[src/rtl/alu_exec_unit.sv]
// -----------------------------------------------------------------------------
// alu_exec_unit
//
// Single-issue RV64I integer execution slice. The instruction word is decoded
// combinationally in the issue cycle while the register file is read through
// rs1_idx/rs2_idx. One pipeline register captures the decoded fields and the
// operands, and a combinational ALU produces the write-back in the next cycle.
//
// Ports
//   clk       in   1   rising-edge clock
//   reset     in   1   synchronous, active-high; clears the pipeline register
//   inst      in  32   instruction word presented this cycle
//   pc        in  64   PC of inst
//   i_valid   in   1   inst is valid and its operands are ready
//   rs1_idx   out  5   inst[19:15], combinational, to the register file
//   rs2_idx   out  5   inst[24:20], combinational, to the register file
//   rs1_data  in  64   register-file read data for rs1_idx (same cycle)
//   rs2_data  in  64   register-file read data for rs2_idx (same cycle)
//   result    out 64   ALU result of the registered instruction (0 if unsupported)
//   o_rd_idx  out  5   destination index of the registered instruction
//   o_valid   out  1   result is a valid write-back (register-file write enable)
//
// Handshake: there is no backpressure. An instruction with i_valid=1 in cycle N
// is written back with o_valid=1 in cycle N+1 if it is a supported encoding;
// the instruction is never held, and a new one may be presented every cycle.
// -----------------------------------------------------------------------------
module alu_exec_unit (
    input  logic        clk,
    input  logic        reset,
    input  logic [31:0] inst,
    input  logic [63:0] pc,
    input  logic        i_valid,
    output logic [4:0]  rs1_idx,
    output logic [4:0]  rs2_idx,
    input  logic [63:0] rs1_data,
    input  logic [63:0] rs2_data,
    output logic [63:0] result,
    output logic [4:0]  o_rd_idx,
    output logic        o_valid
);

    localparam logic [6:0] OPC_LUI       = 7'b0110111;
    localparam logic [6:0] OPC_AUIPC     = 7'b0010111;
    localparam logic [6:0] OPC_OP_IMM    = 7'b0010011;
    localparam logic [6:0] OPC_OP        = 7'b0110011;
    localparam logic [6:0] OPC_OP_IMM_32 = 7'b0011011;
    localparam logic [6:0] OPC_OP_32     = 7'b0111011;

    // ------------------------------------------------------------------
    // Decode (issue cycle)
    // ------------------------------------------------------------------
    logic [6:0]  dec_opcode;
    logic [2:0]  dec_func3;
    logic [6:0]  dec_func7;
    logic [4:0]  dec_rd;
    logic [19:0] dec_imm;

    assign dec_opcode = inst[6:0];
    assign dec_func3  = inst[14:12];
    assign dec_func7  = inst[31:25];
    assign dec_rd     = inst[11:7];
    assign rs1_idx    = inst[19:15];
    assign rs2_idx    = inst[24:20];

    // A single 20-bit immediate field serves both formats: U-type keeps the
    // upper 20 bits, every other format keeps the I-type 12 bits sign-extended.
    always_comb begin
        dec_imm = {{8{inst[31]}}, inst[31:20]};
        if (dec_opcode == OPC_LUI || dec_opcode == OPC_AUIPC) begin
            dec_imm = inst[31:12];
        end
    end

    // ------------------------------------------------------------------
    // Pipeline register (no enable; captures every edge)
    // ------------------------------------------------------------------
    logic [6:0]  r_opcode;
    logic [2:0]  r_func3;
    logic [6:0]  r_func7;
    logic [19:0] r_imm;
    logic [63:0] r_rs1;
    logic [63:0] r_rs2;
    logic [63:0] r_pc;
    logic        r_valid;
    logic [4:0]  r_rd;

    always_ff @(posedge clk) begin
        if (reset) begin
            r_opcode <= '0;
            r_func3  <= '0;
            r_func7  <= '0;
            r_imm    <= '0;
            r_rs1    <= '0;
            r_rs2    <= '0;
            r_pc     <= '0;
            r_valid  <= 1'b0;
            r_rd     <= '0;
        end else begin
            r_opcode <= dec_opcode;
            r_func3  <= dec_func3;
            r_func7  <= dec_func7;
            r_imm    <= dec_imm;
            r_rs1    <= rs1_data;
            r_rs2    <= rs2_data;
            r_pc     <= pc;
            r_valid  <= i_valid;
            r_rd     <= dec_rd;
        end
    end

    // ------------------------------------------------------------------
    // Execute (write-back cycle)
    // ------------------------------------------------------------------
    logic [63:0] u_imm;
    logic [63:0] i_imm;
    logic        func7_ok;

    assign u_imm    = {{32{r_imm[19]}}, r_imm, 12'b0};
    assign i_imm    = {{52{r_imm[11]}}, r_imm[11:0]};
    // Register-register forms only accept the base and the alternate (SUB/SRA)
    // func7; anything else (e.g. the M extension) is reported unsupported.
    assign func7_ok = (r_func7 == 7'b0000000) || (r_func7 == 7'b0100000);

    logic [63:0] alu_res;
    logic        alu_ok;
    logic [31:0] w_res;

    always_comb begin
        alu_res = '0;
        alu_ok  = 1'b0;
        w_res   = '0;
        case (r_opcode)
            OPC_LUI: begin
                alu_ok  = 1'b1;
                alu_res = u_imm;
            end
            OPC_AUIPC: begin
                alu_ok  = 1'b1;
                alu_res = r_pc + u_imm;
            end
            OPC_OP_IMM: begin
                alu_ok = 1'b1;
                case (r_func3)
                    3'b000: alu_res = r_rs1 + i_imm;
                    3'b010: alu_res = {63'b0, $signed(r_rs1) < $signed(i_imm)};
                    3'b011: alu_res = {63'b0, r_rs1 < i_imm};
                    3'b100: alu_res = r_rs1 ^ i_imm;
                    3'b110: alu_res = r_rs1 | i_imm;
                    3'b111: alu_res = r_rs1 & i_imm;
                    3'b001: alu_res = r_rs1 << r_imm[5:0];
                    3'b101: begin
                        // Kept as separate statements so the arithmetic shift
                        // is not turned unsigned by a mixed-sign ternary.
                        if (r_func7[5]) begin
                            alu_res = $signed(r_rs1) >>> r_imm[5:0];
                        end else begin
                            alu_res = r_rs1 >> r_imm[5:0];
                        end
                    end
                    default: alu_res = '0;
                endcase
            end
            OPC_OP: begin
                if (func7_ok) begin
                    alu_ok = 1'b1;
                    case (r_func3)
                        3'b000: begin
                            if (r_func7[5]) begin
                                alu_res = r_rs1 - r_rs2;
                            end else begin
                                alu_res = r_rs1 + r_rs2;
                            end
                        end
                        3'b001: alu_res = r_rs1 << r_rs2[5:0];
                        3'b010: alu_res = {63'b0, $signed(r_rs1) < $signed(r_rs2)};
                        3'b011: alu_res = {63'b0, r_rs1 < r_rs2};
                        3'b100: alu_res = r_rs1 ^ r_rs2;
                        3'b101: begin
                            if (r_func7[5]) begin
                                alu_res = $signed(r_rs1) >>> r_rs2[5:0];
                            end else begin
                                alu_res = r_rs1 >> r_rs2[5:0];
                            end
                        end
                        3'b110: alu_res = r_rs1 | r_rs2;
                        3'b111: alu_res = r_rs1 & r_rs2;
                        default: alu_res = '0;
                    endcase
                end
            end
            OPC_OP_IMM_32: begin
                case (r_func3)
                    3'b000: begin
                        alu_ok = 1'b1;
                        w_res  = r_rs1[31:0] + i_imm[31:0];
                    end
                    3'b001: begin
                        alu_ok = 1'b1;
                        w_res  = r_rs1[31:0] << r_imm[4:0];
                    end
                    3'b101: begin
                        alu_ok = 1'b1;
                        if (r_func7[5]) begin
                            w_res = $signed(r_rs1[31:0]) >>> r_imm[4:0];
                        end else begin
                            w_res = r_rs1[31:0] >> r_imm[4:0];
                        end
                    end
                    default: alu_ok = 1'b0;
                endcase
                alu_res = {{32{w_res[31]}}, w_res};
            end
            OPC_OP_32: begin
                if (func7_ok) begin
                    case (r_func3)
                        3'b000: begin
                            alu_ok = 1'b1;
                            if (r_func7[5]) begin
                                w_res = r_rs1[31:0] - r_rs2[31:0];
                            end else begin
                                w_res = r_rs1[31:0] + r_rs2[31:0];
                            end
                        end
                        3'b001: begin
                            alu_ok = 1'b1;
                            w_res  = r_rs1[31:0] << r_rs2[4:0];
                        end
                        3'b101: begin
                            alu_ok = 1'b1;
                            if (r_func7[5]) begin
                                w_res = $signed(r_rs1[31:0]) >>> r_rs2[4:0];
                            end else begin
                                w_res = r_rs1[31:0] >> r_rs2[4:0];
                            end
                        end
                        default: alu_ok = 1'b0;
                    endcase
                end
                alu_res = {{32{w_res[31]}}, w_res};
            end
            default: begin
                alu_ok  = 1'b0;
                alu_res = '0;
            end
        endcase
    end

    // Unsupported encodings force a zero result; the result is otherwise
    // produced even when the registered instruction was not valid.
    assign result   = alu_ok ? alu_res : 64'd0;
    assign o_valid  = r_valid & alu_ok;
    assign o_rd_idx = r_rd;

endmodule

[config.mk]
export PLATFORM = sky130hd
export DESIGN_NAME = alu_exec_unit
export DESIGN_NICKNAME = d
export VERILOG_FILES = /design/src/rtl/alu_exec_unit.sv
export SDC_FILE = /design/constraint.sdc
export NUM_CORES = 2
export LEC_CHECK = 0
export BUFFER_PORTS_ARGS = -buffer_cell sky130_fd_sc_hd__buf_2
export CAP_MARGIN = 20
export CORE_MARGIN = 1
export CORE_UTILIZATION = 25
export CTS_CLUSTER_DIAMETER = 120
export DETAILED_ROUTE_END_ITERATION = 7
export PLACE_DENSITY_LB_ADDON = 0.2
export SYNTH_ARGS = -nofsm -noshare
export SYNTH_HDL_FRONTEND = slang
export SYNTH_SLANG_ARGS = --single-unit
export TNS_END_PERCENT = 20
[constraint.sdc]
create_clock -name clk -period 10.8 [get_ports clk]
set_input_delay 1.08 -clock clk [delete_from_list [all_inputs] [get_ports clk]]
set_output_delay 1.08 -clock clk [all_outputs]
set_load 0.005 [all_outputs]
== Yosys cells after proc, flatten, opt, wreduce, memory -nomap -nowiden ==
Index checks and enable logic that the tools add are counted.

* Bitwise logic cells: 7
* Shifts and indexed selects: 12
* Reduce and logical (&&, ||, !) cells: 6
* Muxes and demuxes: 19
* Magnitude comparators: 4
* Add/subtract/negate cells: 7
* Eq/ne operators: 16

{| class="wikitable"
|+ Operators by type and width
! kind !! count
|-
| 64-bit case mux with 8 select lines || 2
|-
| 64-bit case mux with 6 select lines || 1
|-
| 64-bit two-way mux || 5
|-
| 64-bit adder || 3
|-
| 64-bit less-than comparator || 3
|-
| 32-bit case mux with 3 select lines || 2
|-
| 64-bit bitwise AND || 2
|-
| 32-bit two-way mux || 4
|-
| 64-bit bitwise OR || 2
|-
| 64-bit by 6-bit << shifter with 64-bit output || 2
|-
| 64-bit by 6-bit right shift with 64-bit output || 2
|-
| 64-bit by 6-bit >>> shifter with 64-bit output || 2
|-
| 64-bit XOR || 2
|-
| 32-bit adder || 2
|-
| 64-bit by 12-bit less-than comparator with 1-bit output || 1
|-
| 32-bit by 5-bit << shifter with 32-bit output || 2
|-
| 32-bit by 5-bit right shift with 32-bit output || 2
|-
| 32-bit by 5-bit >>> shifter with 32-bit output || 2
|-
| 64-bit subtractor || 1
|-
| 7-bit by 6-bit equality test with 1-bit output (second input constant) || 5
|-
| 32-bit subtractor || 1
|-
| 7-bit by 5-bit equality test with 1-bit output (second input constant) || 4
|-
| 19-bit two-way mux || 1
|-
| 3-bit equality test (second input constant) || 4
|-
| 9 further kinds || 14
|}

* Bits of input ports: 227
* Register bits: 235
* Output and inout port bits: 80
* Logic and storage cells: 80

== Longest topological paths before layout ==
* Word-level depth: 6
* Gate-level depth with buffers: 24
* Depth with buffers taken out: 19

== Worst setup path before layout ==
OpenSTA, ideal clock, no wires.

* Path type: flip-flop to output port
* From: reg r_imm[11]
* To: out result[60]
* Slack: 2.961 ns
* Cell stages (with the launch flop): 15
* Data required time: 9.720 ns
* Buffers on the path: 1
* Arrival: 6.759 ns
* Cell sequence: dfxtp_1 > inv_1 > ha_1 > buf_4 > nand4_1 > or4_1 > o221a_2 > a211o_1 > a311oi_2 > o21ai_2 > nor4_4 > a41oi_1 > xnor2_1 > a21oi_1 > a2111o_1

* Longest elaborated chain between the ends: 4
* Elaborated cells between the ends (all ways): 10
* Those cells by class: add/sub (3); mux (4); bitwise (3)

{| class="wikitable"
|+ Ends and longest elaborated chain
! what !! line !! text
|-
| from (decl) || 80 || <nowiki>logic [19:0] r_imm;</nowiki>
|-
| from (signal assigned) || 102 || <nowiki>r_imm <= dec_imm;</nowiki>
|-
| 64-bit adder, or another cell as far along || 144 || <nowiki>3'b000: alu_res = r_rs1 + i_imm;</nowiki>
|-
| 64-bit case mux with 8 select lines / 32-bit case mux with 3 select lines (equally long branches) || 143, 192 ||
|-
| 64-bit case mux with 6 select lines * || 132 || <nowiki>case (r_opcode)</nowiki>
|-
| 64-bit two-way mux * || 250 || <nowiki>assign result = alu_ok ? alu_res : 64'd0;</nowiki>
|-
| to (decl) || 37 || <nowiki>output logic [63:0] result,</nowiki>
|}

Mark *: on every way between the ends. The rest lies on a longest branch, timed or not.

== Worst setup path in the final report ==
* From: reg r_rs2[0]
* To: out result[37]

* Longest elaborated chain between the ends: 6
* Elaborated cells between the ends (all ways): 20
* Those cells by class: add/sub (4); shift (6); mux (10)

{| class="wikitable"
|+ Ends and longest elaborated chain
! what !! line !! text
|-
| from (decl) || 82 || <nowiki>logic [63:0] r_rs2;</nowiki>
|-
| from (signal assigned) || 104 || <nowiki>r_rs2 <= rs2_data;</nowiki>
|-
| 64-bit adder, or another cell as far along || 171 || <nowiki>alu_res = r_rs1 + r_rs2;</nowiki>
|-
| 64-bit two-way mux, or another cell as far along || 168 || <nowiki>if (r_func7[5]) begin</nowiki>
|-
| 64-bit case mux with 8 select lines / 32-bit case mux with 3 select lines (equally long branches) || 166, 215 ||
|-
| 64-bit two-way mux / 32-bit two-way mux (equally long branches) || 164, 214 ||
|-
| 64-bit case mux with 6 select lines * || 132 ||
|-
| 64-bit two-way mux * || 250 ||
|}

Marks and branches as above.

==> flow_metrics.env <==
export IMPL_report_final_setup_viol=0
export IMPL_die_x_um=453.6
export IMPL_drive_gt1_frac=0.1496
export IMPL_vdd_drop_max_uv=104.6
export IMPL_grt_overflow=0
export IMPL_slew_violations=0
export IMPL_clock_path_buffers=3
export IMPL_ctsHoldBuffers=0
export IMPL_crit_chain="inv_2, ha_1, mux2i_1, ha_1, nor2b_1, o31a_1, o31ai_1, o211ai_1, a21oi_1, o21ai_0, a31oi_1, mux2i_1, nand2_1, or4_1, buf_2"
export IMPL_root_buffer="clkbuf_16"
export IMPL_path_class="flop to primary output"
export IMPL_status="finished clean"
export IMPL_grt_start_max_net_pins=127
export IMPL_worst_setup_path_start_kind="flop"
export IMPL_cts_tree="yes"
export IMPL_seq_area_frac_synth=0.09187
export IMPL_cpPeakStageDelay_ns=0.95
export IMPL_grt_pass1_vias=57990
export IMPL_syn_to_final_growth_pct=11.57
export IMPL_avgSynthCellArea_um2=7.149
export IMPL_fillers=22440
export IMPL_hold_violations=0
export IMPL_p_leak_uw=0.02259
export IMPL_ios=307
export IMPL_cp_end_kind="primary output"
export IMPL_place_inst=9700
export IMPL_numPortBuffers=306
export IMPL_track_usage=0.3668
export IMPL_die_y_um=453.6
export IMPL_fin_tns_setup_ns=0
export IMPL_final_common_cell="nor2_1"
export IMPL_start_util=0.2520
export IMPL_async_flop_share=0
export IMPL_antenna_found_initial=58
export IMPL_slowest_stage="or4_1"
export IMPL_slew_headroom=0.04388
export IMPL_drt_initial_drc_count=10410
export IMPL_fin_crit_ns=9.235
export IMPL_post_cts_buffers=0
export IMPL_fin_cells=9824
export IMPL_vias=63820
export IMPL_vias_per_cell=6.496
export IMPL_period_share=0.8551
export IMPL_synth_main_ff_cell="dfxtp_1"
export IMPL_core_um2=202300
export IMPL_clock_fmax_mhz=108.3
export IMPL_hpwl_um=304500
export IMPL_tightest_slew_ns=1.434
export IMPL_drc=0
export IMPL_synth_edf_count=0
export IMPL_worstPathRequired_ns=9.72
export IMPL_gp_congestion=1.066
export IMPL_max_cap_violations=0
export IMPL_detail_route_antenna_nets=0
export IMPL_yosys_warnings=0
export IMPL_grt_pass1_wl_um=521400
export IMPL_powerDensity_nw_per_um2=95.85
export IMPL_min_path_type="input port to flop"
export IMPL_drt_wl_total_um=393300
export IMPL_clk_pin_slew_ns=0.07
export IMPL_avgRoutedWirePerCell_um=40.03
export IMPL_layout_common_cells="907 x nor2_1, 723 x a21oi_1, 592 x o21ai_0"
export IMPL_path_max_fanout=41
export IMPL_final_nets=7778
export IMPL_ys_types=86
export IMPL_yosys_register_bits=234
export IMPL_syn_area_um2=50990
export IMPL_dieArea_um2=205800
export IMPL_dr_pass1_iters=7
export IMPL_rsz0062_at_grt="no"
export IMPL_cts_repair_resized=0
export IMPL_cts_sinks=234
export IMPL_synth_nets=7833
export IMPL_numCtsBuffers=37
export IMPL_cp_arrival_ns=8.15
export IMPL_std_cell_rows=165
export IMPL_synth_cells=7133
export IMPL_h_tree_depth=2
Yosys cell counts, drive strengths merged, types with 15 or more instances:
master | n | share of area
o221ai | 44 | 0.0076
a22o | 16 | 0.0027
o22ai | 98 | 0.012
and3 | 34 | 0.0042
a211oi | 126 | 0.019
ha | 468 | 0.11
xnor2 | 155 | 0.027
a21o | 107 | 0.016
nand2 | 560 | 0.041
nor2b | 253 | 0.031
dfxtp | 234 | 0.092
mux4 | 265 | 0.12
mux2i | 214 | 0.042
o31ai | 50 | 0.0074
a21oi | 723 | 0.071
clkbuf | 490 | 0.036
nand3 | 109 | 0.011
or4 | 24 | 0.0035
a31oi | 75 | 0.0092
a2bb2oi | 15 | 0.0026
mux2 | 55 | 0.012
a221oi | 106 | 0.018
inv | 263 | 0.019
o311ai | 20 | 0.0034
a221o | 25 | 0.0049
o21bai | 71 | 0.010
and2 | 38 | 0.0047
a2111oi | 20 | 0.0034
nor2 | 914 | 0.067
or3 | 38 | 0.0047
xor2 | 52 | 0.0089
o211ai | 89 | 0.013
or2 | 18 | 0.0022
nor3 | 118 | 0.012
nor4 | 50 | 0.0067
o21ai | 597 | 0.059
nand4 | 60 | 0.0074
a211o | 29 | 0.0050
buf | 173 | 0.016
o2111ai | 17 | 0.0029
nand2b | 39 | 0.0048
o21a | 37 | 0.0054
a22oi | 44 | 0.0065
final cells by class:
type | count | area, um^2 | share of cell area
multi-input cells | 5967 | 42780 | 0.7520
flip-flops and latches | 234 | 4740 | 0.08331
repair buffers | 569 | 3606 | 0.06338
well taps | 2672 | 3343 | 0.05876
clock buffers | 46 | 1042 | 0.01832
inverters | 269 | 1023 | 0.01799
clock inverters | 22 | 242.7 | 0.004267
diodes | 45 | 112.6 | 0.001979
registers in the layout (all words and copies together) (netlist names):
| register | cells |
|---|---|
| r_rs1 | 64 |
| r_func3 | 3 |
| o_rd_idx | 5 |
| r_opcode | 7 |
| r_rs2 | 64 |
| r_valid | 1 |
| r_pc | 64 |
| r_func7 | 7 |
| r_imm | 19 |
critical path: cells and delay by family, from the launching register on:
family	cells	cell delay (ns)
AOI/OAI and AO/OA	6	2.51
and+or+nand+nor	3	1.86
muxes	2	0.90
DFF	1	0.82
adders and majority gates	2	0.69
buffers and inverters	2	0.68
per-stage QoR:
step / instance area (um^2) / power [uW] / hold WS [ns] / util / worst slack (ns)
floorplan: 50990 / 2679 / 1.208 / - / 2.961
global placement: 55340 / 3985 / 1.288 / 0.2735 / 2.558
detailed placement: 55390 / 3968 / 1.293 / 0.2738 / 2.577
CTS: 56680 / 5337 / 0.5623 / 0.2801 / 1.859
global route: 56850 / 5585 / 0.5999 / 0.2810 / 1.473
finish: 56890 / 5453 / 0.5828 / 0.2812 / 1.565
path summary, 6_finish.rpt:
path / start / to / slack (ns) / depth (start not counted)
min: rs1_data[54] / r_rs1[54]$_SDFF_PP0_ / 0.58 / 2
max: r_rs2[0]$_SDFF_PP0_ / result[37] / 1.57 / 15
logic make-up after synthesis:
kind of cell               Yosys count  share of synthesized area
AOI/OAI and AO/OA                 2461                     0.3065
and+or+nand+nor                   2292                     0.2061
buffers and inverters              932                    0.07204
muxes                              534                     0.1712
adders and majority gates          473                     0.1168
DFF                                234                    0.09187
xor gates and xnor gates           207                    0.03555
report_power, final:
group | leakage, uW | switching, uW | internal [uW] | total, uW
combinational | 0.0200 | 2220 | 929 | 3140
clock | 0.000643 | 575 | 751 | 1330
sequential | 0.00196 | 71.9 | 911 | 982
total | 0.0226 | 2860 | 2590 | 5450
layer usage:
layer	GRT usage	part of all wire	vias to the layer above
met5	0.001166	0.00044	-
met4	0.2707	0.090	28
met3	0.09548	0.11	1068
met2	0.5374	0.42	4683
met1	0.4603	0.39	31760
li1	-	-	26280
(Power assumes the default switching activity.)
